## config.mk

```make
export PLATFORM = sky130hd
export DESIGN_NAME = vec_result_serializer
export DESIGN_NICKNAME = d
export VERILOG_FILES = /design/src/rtl/vec_result_serializer.sv
export SDC_FILE = /design/constraint.sdc
export NUM_CORES = 1
export LEC_CHECK = 0
export BUFFER_PORTS_ARGS = -buffer_cell sky130_fd_sc_hd__clkbuf_2
export CORE_MARGIN = 4
export CORE_UTILIZATION = 40
export CTS_BUF_LIST = sky130_fd_sc_hd__clkbuf_4 sky130_fd_sc_hd__clkbuf_8
export CTS_CLUSTER_DIAMETER = 60
export CTS_CLUSTER_SIZE = 28
export DETAILED_ROUTE_END_ITERATION = 16
export GPL_TIMING_DRIVEN = 0
export SETUP_SLACK_MARGIN = 0.4
export SLEW_MARGIN = 30
export SYNTH_ARGS = -nofsm -noshare
export SYNTH_HDL_FRONTEND = slang
export SYNTH_SLANG_ARGS = --single-unit
```

## constraint.sdc

```tcl
create_clock -name clk -period 5.3 [get_ports clk]
set_input_delay 1.06 -clock clk [delete_from_list [all_inputs] [get_ports clk]]
set_output_delay 1.06 -clock clk [all_outputs]
set_load 0.02 [all_outputs]
```

## src/rtl/vec_result_serializer.sv

```systemverilog
// Serializes one 16-lane FP16 vector result into BEATS sequential memory write beats, with back-to-back streaming.
// Optional build macro VSER_MASK_EN adds a per-lane mask; beats whose lanes are all masked off are skipped.
module vec_result_serializer #(
    parameter int LANES      = 16,
    parameter int LANE_W     = 16,
    parameter int BEAT_LANES = 4,
    parameter int ADDR_W     = 16
) (
    input  logic                         clk,
    input  logic                         rst_n,
    input  logic                         in_valid,
    output logic                         in_ready,
    input  logic [LANES*LANE_W-1:0]      in_data,
    input  logic [ADDR_W-1:0]            in_addr,
`ifdef VSER_MASK_EN
    input  logic [LANES-1:0]             in_mask,
    output logic [BEAT_LANES-1:0]        mem_lane_en,
`endif
    output logic                         mem_wr_en,
    output logic [ADDR_W-1:0]            mem_addr,
    output logic [BEAT_LANES*LANE_W-1:0] mem_wdata,
    input  logic                         mem_ready,
    output logic                         busy,
    output logic                         done
);

    localparam int BEATS      = LANES / BEAT_LANES;
    localparam int BEAT_W     = BEAT_LANES * LANE_W;
    localparam int BEAT_IDX_W = (BEATS > 1) ? $clog2(BEATS) : 1;

    typedef enum logic {IDLE, SEND} state_t;

    state_t                  state, state_n;
    logic [BEAT_IDX_W-1:0]   beat, beat_n;
    logic [LANES*LANE_W-1:0] data_q;
    logic [ADDR_W-1:0]       addr_q;
    logic                    done_q, done_n, load;
    logic [BEATS-1:0]        nz_cur, nz_new;
    logic [BEAT_IDX_W:0]     nxt_cur, first_new;
    logic                    last_beat;

    // Lowest beat index >= start with a live lane group; MSB of the result is the found flag.
    function automatic logic [BEAT_IDX_W:0] find_from(input logic [BEATS-1:0] nz, input int start);
        logic                  found;
        logic [BEAT_IDX_W-1:0] idx;
        found = 1'b0;
        idx   = '0;
        for (int k = BEATS - 1; k >= 0; k--) begin
            if (nz[k] && (k >= start)) begin
                found = 1'b1;
                idx   = BEAT_IDX_W'(k);
            end
        end
        return {found, idx};
    endfunction

`ifdef VSER_MASK_EN
    logic [LANES-1:0] mask_q;

    always_comb begin
        for (int k = 0; k < BEATS; k++) begin
            nz_cur[k] = |mask_q[k*BEAT_LANES +: BEAT_LANES];
            nz_new[k] = |in_mask[k*BEAT_LANES +: BEAT_LANES];
        end
    end

    assign mem_lane_en = (state == SEND) ? mask_q[int'(beat)*BEAT_LANES +: BEAT_LANES] : '0;
`else
    assign nz_cur = '1;
    assign nz_new = '1;
`endif

    assign nxt_cur   = find_from(nz_cur, int'(beat) + 1);
    assign first_new = find_from(nz_new, 0);
    assign last_beat = ~nxt_cur[BEAT_IDX_W];

    // in_ready reopens combinationally while the final beat is being accepted, so vectors stream bubble-free.
    assign in_ready  = (state == IDLE) || ((state == SEND) && mem_ready && last_beat);
    assign mem_wr_en = (state == SEND);
    assign busy      = (state == SEND);
    assign done      = done_q;
    assign mem_addr  = (state == SEND) ? addr_q + ADDR_W'(beat) : '0;
    assign mem_wdata = (state == SEND) ? data_q[int'(beat)*BEAT_W +: BEAT_W] : '0;

    always_comb begin
        // NOTE: every signal gets a default before the case so no path leaves one unassigned (no latch).
        state_n = state;
        beat_n  = beat;
        done_n  = 1'b0;
        load    = 1'b0;
        case (state)
            IDLE: begin
                if (in_valid) begin
                    load = 1'b1;
                    if (first_new[BEAT_IDX_W]) begin
                        state_n = SEND;
                        beat_n  = first_new[BEAT_IDX_W-1:0];
                    end else begin
                        done_n = 1'b1;
                    end
                end
            end
            SEND: begin
                if (mem_ready) begin
                    if (!last_beat) begin
                        beat_n = nxt_cur[BEAT_IDX_W-1:0];
                    end else begin
                        done_n  = 1'b1;
                        state_n = IDLE;
                        if (in_valid) begin
                            load = 1'b1;
                            if (first_new[BEAT_IDX_W]) begin
                                state_n = SEND;
                                beat_n  = first_new[BEAT_IDX_W-1:0];
                            end
                        end
                    end
                end
            end
            default: state_n = IDLE;
        endcase
    end

    // NOTE: sequential state uses non-blocking assignments so every register samples pre-edge values.
    always_ff @(posedge clk or negedge rst_n) begin
        if (!rst_n) state <= IDLE;
        else        state <= state_n;
    end

    // NOTE: the holding registers are explicitly cleared so nothing from an abandoned vector survives reset.
    always_ff @(posedge clk or negedge rst_n) begin
        if (!rst_n) begin
            beat   <= '0;
            done_q <= 1'b0;
            data_q <= '0;
            addr_q <= '0;
`ifdef VSER_MASK_EN
            mask_q <= '0;
`endif
        end else begin
            beat   <= beat_n;
            done_q <= done_n;
            if (load) begin
                data_q <= in_data;
                addr_q <= in_addr;
`ifdef VSER_MASK_EN
                mask_q <= in_mask;
`endif
            end
        end
    end

endmodule

```

Yosys cells after proc, flatten, opt, wreduce, memory -nomap -nowiden --
Index checks and enable logic that the tools add are counted.
Storage, ports and cells: register bits after elaboration 276, input bits 276, output and inout bits 84, word-level logic and storage cells 42
Cells by class: add/sub/neg operators 2, $lt $le $gt $ge 4, eq/ne operators 1, shift-type cells 1, muxes and demuxes 24, bitwise gates (word level) 2, reduce and logical (&&, ||, !) cells 3
Operators by type and width (number):
- $shiftx 256x9->64 | 1
- $mux 64 | 1
- $add 16x2->16 | 1
- $mux 16 | 1
- $mux 2 | 7
- $mux 1 | 11
- $ge 1x3->1 const A | 2
- $ge 2x3->1 const A | 2
- $pmux 1 s2 | 3
- $pmux 2 s2 | 1
- $add 2x1->3 const B | 1
- $logic_and 1x1->1 | 2
- $ne 2x2->1 const B | 1
- $not 1->1 | 2
- $logic_or 1x1->1 | 1

Logic depth before layout (Yosys ltp) --
Gate-level depths: netlist (run 1).
depth in word-level cells 9, depth in mapped cells 8, depth with buffers taken out 6

Worst setup path before layout (run 1) --
OpenSTA, ideal clock, no wires.
kind reg2out, start reg beat[0], end out mem_addr[12], data arrival time 1880 ps, required time 4240 ps, slack 2360 ps, stages on the path, launching flop included 6, buffers on the path 0, cells stage by stage dfrtp_1 ha_1 fa_1 nand3_1 or4_1 a21oi_1
On the way: longest elaborated chain between the ends 2
RTL lines:
- from (decl) | line 34 | logic [BEAT_IDX_W-1:0] beat, beat_n;
- from (signal assigned) | line 141 | beat <= beat_n;
- $add 16x2->16 | line 82 | assign mem_addr = (state == SEND) ? addr_q + ADDR_W'(beat) : '0;
- $mux 16 | line 82
- to (decl) | line 20 | output logic [ADDR_W-1:0] mem_addr,
No other way between the ends.

Final worst setup path (run 1) --
start reg beat[1], end out mem_wdata[44]
On the way: longest elaborated chain between the ends 2
RTL lines:
- $shiftx 256x9->64 | line 83 | assign mem_wdata = (state == SEND) ? data_q[int'(beat)*BEAT_W +: BEAT_W] : '0;
- $mux 64 | line 83
- to (decl) | line 21 | output logic [BEAT_LANES*LANE_W-1:0] mem_wdata,
No other way between the ends.

==> flow_summary.yaml, run 1 <==
grt:
  antenna_found_initial: 9
  track_usage_pct: 19.6
  grt_max_degree: 76
  overflow: 0
  grt_pass1_wl_um: 54000
  grt_pass1_vias: 8986
floorplanning:
  die_w_um: 188
  die_h_um: 188
  num_io_pins: 360
  std_cell_rows: 65
  initial_utilization_pct: 40.7
  design.core.area_um2: 31700
  dieArea_um2: 35300
sta:
  slew_headroom_pct: 51.6
  min_period_over_period_pct: 75.7
  grt_setup_unrepaired: "no"
  setup_viol: 0
  fin_setup_tns_ns: 0
  fin_skew_ns: 0.0227
  max_freq_ghz: 0.249
  setup_ws_ns: 1.29
  period_minus_slack_ns: 4.01
  hold_viol: 0
  drv_slew: 0
  tightest_slew_ns: 0.725
cts:
  cts_sinks: 276
  cts.path.max_buffers: 3
  cts_tree: "done"
  post-cts-setup-buffer-count: 0
  cts_resized: 0
  htree_levels: 1
  cts_root_buf: "clkbuf_8"
  worstSkewPairLatency_ns: 0.61
  clkTransAtPathRegs_ns: 0.10
  cts_made_buffers: 30
  cts_hold_buf: 0
pwr:
  p_per_area_nw_per_um2: 650
  peakVddDrop_mv: 0.344
  total_power_mw: 10.4
  leakage_nw: 7.72
place:
  place_area_um2: 15300
  dp_slack_ns: 1.89
  gp_congestion: 0.790
  port_buffers: 359
  dp_hpwl_um: 25700
detailed_routing:
  via_count: 8213
  firstDrtPassIters: 4
  totalWireLength_um: 35000
  drt_iter0_drc: 253
  drc: 0
  ant_nets: 0
  via_per_inst: 5.04
  wl_per_cell_um: 21.5
job:
  cap_viol_max_count: 0
final_layout:
  fin_area_um2: 16000
  final_cell_mix: "clkbuf_2 (358), dfrtp_1 (276), mux2_2 (192)"
  area_growth_syn_to_layout_pct: 24.2
  layout-drive-gt1-share_pct: 65.0
  nets: 1481
  final_common_cell: "clkbuf_2"
synth:
  ys_ff_latch: 276
  yosys.area_share.xor_xnor_pct: 0.745
  syn_nets: 1087
  synth_top_family_by_area: "multiplexers"
  syn_area_per_cell_um2: 16.0
  synth_mux_area_share_pct: 37.3
  yosys.cell_types.count: 34
  yosys_warnings: 0
  synth_compound_area_share_pct: 0.465
  synth_seq_area_share_pct: 53.4
  syn_inst: 807
  synthAdderAreaFrac_pct: 0.445
  syn-cell-area_um2: 12900
  synthSimpleGateAreaFrac_pct: 4.96
min_path:
  hp-class: "in -> async"
setup_path:
  crit_path_start_kind: "register"
  crit_type: "reg -> out"
  cp.arrival_ns: 2.95
  endpoint_kind: "output port"
  cp.required_ns: 4.24
  critPathMaxFanout: 10
status:
  outcome: "completed"
synthesized netlist by cell type:
library cell / instances / area share [%]
a31oi_1: 1 / 0.048
mux4_2: 64 / 11
o21ai_0: 2 / 0.077
ha_1: 3 / 0.29
dfrtp_1: 276 / 53
nand2_1: 10 / 0.29
nor4_1: 2 / 0.097
nor3_1: 3 / 0.12
xnor2_1: 6 / 0.41
or4_1: 1 / 0.058
fa_1: 1 / 0.15
inv_1: 2 / 0.058
and4_1: 2 / 0.14
a22o_1: 1 / 0.068
or3_1: 1 / 0.048
clkbuf_1: 11 / 0.32
nor2_1: 13 / 0.38
mux2_4: 80 / 9.3
nor2b_1: 1 / 0.048
o31ai_1: 1 / 0.058
nand2b_1: 2 / 0.097
nand3_1: 4 / 0.15
a21oi_1: 4 / 0.15
and2_1: 66 / 3.2
mux2i_1: 2 / 0.15
buf_4: 6 / 0.35
buf_1: 2 / 0.058
xor2_1: 5 / 0.34
a21o_1: 1 / 0.058
buf_6: 10 / 0.87
nand4_1: 6 / 0.29
buf_2: 25 / 0.97
mux2_2: 192 / 17
nand2_2: 1 / 0.048
logic make-up after synthesis:
| logic type | count (synthesis) |
|---|---|
| muxes | 338 |
| xor gates and xnor gates | 11 |
| buffers and inverters | 56 |
| adders and majority gates | 4 |
| and+or+nand+nor | 112 |
| DFF | 276 |
| AOI/OAI and AO/OA | 10 |
critical path, cell delays in order, from the launching register on:
cell and delay (ns):
dfrtp_1 0.55, buf_2 0.44, clkbuf_1 0.61, mux4_2 0.41, and2_1 0.17, clkbuf_2 0.17
registers in the layout (all words and copies together) (netlist names):
| name | cells |
|---|---|
| done | 1 |
| addr_q | 16 |
| busy | 1 |
| data_q | 256 |
| beat | 2 |
final cells by class:
cell class,count,area [µm²]
diodes,3,7.51
plain buffers,54,332
clock buffers,34,462
clock inverters,22,264
fillers,2842,15700
inverters,2,7.51
multi-input cells,475,5680
flip-flops and latches,276,6910
well taps,402,503
repair buffers,362,1890
stage by stage:
step,utilization [%],cells,hold slack (ns)
floorplan,-,807,0.474
finish,50.6,1630,0.399
detailed placement,48.3,1571,0.487
global placement,48.0,1568,0.482
global route,50.6,1630,0.386
CTS,50.6,1627,0.374
worst paths after layout:
path,from,end,slack (ns),cells past startpoint
min in group clk,data_q[181],data_q[181],0.51,1
max in group asynchronous,rst_n,addr_q[2],3.75,3
worst min register to register,data_q[181],data_q[181],0.51,1
worst max-delay path,beat[1],mem_wdata[44],1.29,5
worst min-delay path,rst_n,data_q[157],0.40,1
worst max register to register,beat[1],data_q[55],3.09,7
layer usage:
metal  vias to the layer above  global-route usage (%)  wire length, µm
met4                        12                    4.32              787
met2                       254                    31.9            16700
li1                       3736                       -                -
met3                        59                    5.96             2580
met5                         -                       0               69
met1                      4152                    26.0            14900
power by group:
group          internal (mW)  switching, mW  leakage, nW  total (mW)
clock                  0.713          0.951        0.360        1.66
sequential              3.17          0.592         3.30        3.76
combinational           2.72           2.29         4.06        5.02
(Power assumes the default switching activity.)
==> inputs of run 2 (changes only) <==
==> constraint.sdc (replaced) <==
create_clock -name clk -period 3.8 [get_ports clk]
set_input_delay 0.76 -clock clk [delete_from_list [all_inputs] [get_ports clk]]
set_output_delay 0.76 -clock clk [all_outputs]
set_load 0.02 [all_outputs]
==> run 2 against run 1 <==
Compared with the run above:
- worst setup slack got worse by 0.78 ns
- sequential share of layout area decreased by 0.085 points
- clock skew increased by 0.00055 ns
- routed wire length about the same
- sequential power increased by 40%
- combinational power increased by 40%
- non-clock buffer count increased by 1
- critical path depth increased by 1
- critical path type unchanged
- final cell count about the same
- hold slack got worse by 0.30 ns
- core utilization increased by 0.12 points
- clock power increased by 40%
==> flow_summary.yaml, run 2 (same netlist as run 1, synthesis figures left out) <==
setup_path:
  r2r_slack_ns: 1.64
  endpoint_kind: "output port"
  r2r_start: "beat[1]"
  path_cells: "ha_1 -> fa_2 -> nand3_2 -> or4_1 -> a21oi_1 -> clkbuf_2"
  crit_type: "reg -> out"
  crit_path_start_kind: "register"
  r2r-end: "data_q[55]"
  slowest_delay_ns: 0.53
  cp.required_ns: 3.04
  critPathMaxFanout: 7
  crit_path_top_delay_cell: "or4_1"
  cp.arrival_ns: 2.53
  rr_worst_depth: 7
floorplanning:
  die_w_um: 188
  design.core.area_um2: 31700
  dieArea_um2: 35300
  num_io_pins: 360
  initial_utilization_pct: 40.7
  die_h_um: 188
  std_cell_rows: 65
pwr:
  total_power_mw: 14.6
  leakage_nw: 7.74
  peakVddDrop_mv: 0.480
  p_per_area_nw_per_um2: 907
sta:
  min_period_over_period_pct: 86.6
  drv_slew: 0
  fin_skew_ns: 0.0233
  grt_setup_unrepaired: "yes"
  setup_ws_ns: 0.509
  max_freq_ghz: 0.304
  setup_viol: 0
  tightest_slew_ns: 0.732
  period_minus_slack_ns: 3.29
  hold_viol: 0
  slew_headroom_pct: 51.2
grt:
  antenna_found_initial: 9
  grt_max_degree: 76
  grt_pass1_vias: 8993
  grt_pass1_wl_um: 54000
  track_usage_pct: 19.6
  overflow: 0
place:
  gp_congestion: 0.790
  port_buffers: 359
  dp_hpwl_um: 25700
  dp_slack_ns: 0.691
  place_inst: 1571
final_layout:
  nFillCells: 2842
  largest_reg_flops: 256
  nets: 1482
  layout-drive-gt1-share_pct: 65.7
  final_common_cell: "clkbuf_2"
  regMostFlops: "data_q"
  area_growth_syn_to_layout_pct: 24.5
  reg_top3: "data_q: 256 flops, addr_q: 16 flops, beat: 2 flops"
  final_cells: 1631
  final_cell_mix: "clkbuf_2 (363), dfrtp_1 (274), mux2_2 (192)"
cts:
  htree_levels: 1
  cts_tree: "done"
  cts_sinks: 276
  cts.path.max_buffers: 3
  cts_made_buffers: 30
  clkTransAtPathRegs_ns: 0.10
  worstSkewPairLatency_ns: 0.61
  cts_root_buf: "clkbuf_8"
detailed_routing:
  totalWireLength_um: 35000
  ant_nets: 0
  via_per_inst: 5.03
  drt_iter0_drc: 248
  via_count: 8204
  wl_per_cell_um: 21.5
  drc: 0
  firstDrtPassIters: 6
job:
  cap_viol_max_count: 0
min_path:
  hp-class: "in -> async"
status:
  outcome: "completed"
-- run 2: changes by cell type in the layout (fill, tap and decap cells not counted), sizes merged --
cell / before / now
buf: 46 / 47
-- run 2: critical path: cells and delay by family, from the launching register on --
kind / cells / cell delay (ns)
AOI/OAI and AO/OA: 1 / 0.15
adders and majority gates: 2 / 0.48
buffers and inverters: 1 / 0.19
DFF: 1 / 0.44
and+or+nand+nor: 2 / 0.68
-- run 2: area by class of cell --
type / count / area, µm² / area share (%)
Clock inverter: 22 / 264 / 1.64
Inverter: 2 / 7.51 / 0.0467
Tap cell: 402 / 503 / 3.13
Antenna cell: 3 / 7.51 / 0.0467
Timing Repair Buffer: 363 / 1900 / 11.8
Sequential cell: 276 / 6910 / 42.9
Clock buffer: 34 / 462 / 2.87
Buffer: 54 / 352 / 2.19
Multi-Input combinational cell: 475 / 5690 / 35.4
-- run 2: how the worst max path moves through the flow --
stage               startpoint            end  slack (ns)  depth (start not counted)
finish                 beat[0]   mem_addr[12]        0.51                          6
global route           beat[0]   mem_addr[12]        0.37                          6
CTS                    beat[0]  mem_wdata[44]        0.40                          5
detailed placement     beat[1]  mem_wdata[35]        0.69                          5
global placement         rst_n      addr_q[7]       -4.16                          1
floorplan              beat[0]   mem_addr[12]        1.16                          5
-- run 2: routing by layer --
layer  track usage (%)  share of wire [%]
met2              31.9                 48
met1              26.0                 43
met3              5.96                7.3
met4              4.32                2.3
met5                 0               0.20
-- run 2: what timing repair did --
item,in CTS,in global routing
setup endpoints to repair,40,37
setup buffers,0,1
hold buffers,0,0
gates resized for setup,8,6
-- run 2: report_power, final --
group	switching, mW	leakage [nW]	total (mW)	internal (mW)
logic	3.20	4.09	7.03	3.82
registers	0.826	3.30	5.25	4.42
clock network	1.32	0.360	2.32	0.994
-- run 2: metrics by stage --
step | hold WS (ns) | cell area, µm² | setup TNS [ns] | util, %
floorplan | 0.464 | 12900 | 0 | -
global placement | 0.482 | 15200 | -1141.82 | 48.0
detailed placement | 0.487 | 15300 | 0 | 48.3
CTS | 0.0742 | 16100 | 0 | 50.6
global route | 0.0855 | 16100 | 0 | 50.7
finish | 0.0995 | 16100 | 0 | 50.7
==> inputs of run 3 (changes only) <==
--- a/config.mk
+++ b/config.mk
@@ -18,3 +18,4 @@
 export SYNTH_ARGS = -nofsm -noshare
 export SYNTH_HDL_FRONTEND = slang
 export SYNTH_SLANG_ARGS = --single-unit
+export TNS_END_PERCENT = 30
==> constraint.sdc (replaced) <==
create_clock -name clk -period 3.94 [get_ports clk]
set_input_delay 0.394 -clock clk [delete_from_list [all_inputs] [get_ports clk]]
set_output_delay 0.394 -clock clk [all_outputs]
set_load 0.02 [all_outputs]
==> run 3 against run 2 <==
Compared with the run above:
- combinational power hardly changed
- cell area rose by 16%
- clock-buffer cell count is the same
- global-route usage rose by 1.3 points
- clock skew is 0.0044 ns lower
- routed wire length is 6.1% higher
- sequential share of layout area fell by 6.1 points
- sequential cell count stayed put
- largest cell class unchanged
==> flow_summary.yaml, run 3 (same netlist as run 1, synthesis figures left out) <==
status:
  outcome: "completed"
pwr:
  peakVddDrop_mv: 0.521
  p_comb_share_pct: 49.0
  total_power_mw: 14.3
  p_clk_share_pct: 15.6
  internal_power_mw: 9.05
  leakage_nw: 8.84
  switching_share_pct: 36.7
  p_per_area_nw_per_um2: 763
  seq_power_share_pct: 35.4
  p_switching_mw: 5.25
grt:
  grt_max_degree: 76
  antenna_found_initial: 6
  grt_pass1_vias: 10500
  grt_pass1_wl_um: 58700
  overflow: 0
  track_usage_pct: 20.9
sta:
  fin_skew_ns: 0.0189
  period_minus_slack_ns: 3.34
  fin_setup_tns_ns: 0
  setup_viol: 0
  tightest_slew_ns: 0.723
  setup_ws_ns: 0.596
  min_period_over_period_pct: 84.9
  hold_ws_ns: 0.0540
  slew_headroom_pct: 51.8
  grt_setup_unrepaired: "no"
  max_freq_ghz: 0.299
  drv_slew: 0
  hold_viol: 0
final_layout:
  multi_input_area_um2: 5680
  regMostFlops: "data_q"
  utilization_pct: 59.1
  reg_top3: "data_q: 256 flops, addr_q: 16 flops, beat: 2 flops"
  final_common_cell: "clkbuf_2"
  nets: 1749
  area_growth_syn_to_layout_pct: 45.0
  regArea_um2: 6910
  nFillCells: 2525
  largest_reg_flops: 256
  layout-drive-gt1-share_pct: 53.3
  fin_area_um2: 18700
  final_cells: 1901
  final_cell_mix: "clkbuf_2 (358), dfrtp_1 (276), dlygate4sd3_1 (268)"
setup_path:
  path_buf_inv: 3
  crit_type: "reg -> out"
  r2r_slack_ns: 1.71
  path_cells: "buf_2 -> clkbuf_1 -> mux4_2 -> and2_1 -> clkbuf_2"
  cp_top_family: "buffers and inverters"
  cp.arrival_ns: 2.95
  slowest_delay_ns: 0.60
  crit_path_start_kind: "register"
  crit_path_top_delay_cell: "clkbuf_1"
  cp.required_ns: 3.55
  endpoint_kind: "output port"
  critPathMaxFanout: 10
floorplanning:
  design.core.area_um2: 31700
  dieArea_um2: 35300
  initial_utilization_pct: 40.7
  std_cell_rows: 65
  die_w_um: 188
  num_io_pins: 360
  die_h_um: 188
job:
  cap_viol_max_count: 0
cts:
  cts_root_buf: "clkbuf_8"
  post-cts-setup-buffer-count: 0
  cts_tree: "done"
  cts_made_buffers: 30
  clkTransAtPathRegs_ns: 0.10
  htree_levels: 1
  cts_resized: 0
  worstSkewPairLatency_ns: 0.61
  cts.path.max_buffers: 3
  cts_sinks: 276
detailed_routing:
  drt_iter0_drc: 271
  drc: 0
  via_count: 9263
  firstDrtPassIters: 4
  via_per_inst: 4.87
  wl_per_cell_um: 19.5
  totalWireLength_um: 37200
  ant_nets: 0
place:
  dp_hpwl_um: 25700
  place_inst: 1571
  dp_slack_ns: 1.20
  gp_congestion: 0.790
  port_buffers: 359
  place_area_um2: 15300
min_path:
  hp-class: "in -> reg"
==> run 3: layout make-up <==
cell class | instances | share of cell area, %
Buffer | 54 | 1.77
Sequential cell | 276 | 36.9
Inverter | 2 | 0.0401
Multi-Input combinational cell | 475 | 30.3
Clock buffer | 34 | 2.46
Tap cell | 402 | 2.68
Timing Repair Buffer | 630 | 24.4
Clock inverter | 22 | 1.41
Antenna cell | 6 | 0.0801
==> run 3: worst register-to-register path, cell delays in order (launching register included) <==
cell and delay, ns:
dfrtp_1 0.52, ha_1 0.26, nand2_1 0.12, nand2_2 0.08, nand2_1 0.11, buf_2 0.29
buf_2 0.36, mux2_2 0.39
==> run 3: worst paths after layout <==
path | start | to | cells after the start
max | beat[1] | mem_wdata[41] | 5
min | in_addr[7] | addr_q[7] | 2
max reg2reg | beat[1] | addr_q[9] | 7
min reg2reg | data_q[181] | data_q[181] | 1
max in group asynchronous | rst_n | addr_q[4] | 4
min in group asynchronous | rst_n | data_q[157] | 2
==> run 3: layer usage <==
layer  vias to the layer above  global-route usage [%]  part of all wire [%]
met3                        62                    4.43                   5.4
met2                       289                    35.2                    49
met1                      4633                    27.7                    43
li1                       4277                       -                     -
met4                         2                    5.51                   2.6
met5                         -                       0                 0.035
==> run 3: repair_timing <==
action | 4_1_cts | 5_1_grt
setup endpoints to repair | 0 | 0
hold endpoints to repair | 322 | 0
hold buffers | 268 | 0
==> run 3: power groups by stage <==
stage,Clock [mW],Combinational [mW],Sequential (mW)
after floorplan,0,5.09,4.82
after global placement,0,6.74,5.08
after detailed placement,0,6.83,5.11
after CTS,2.32,7.07,5.06
after global routing,2.43,7.53,5.24
final,2.23,7.00,5.07
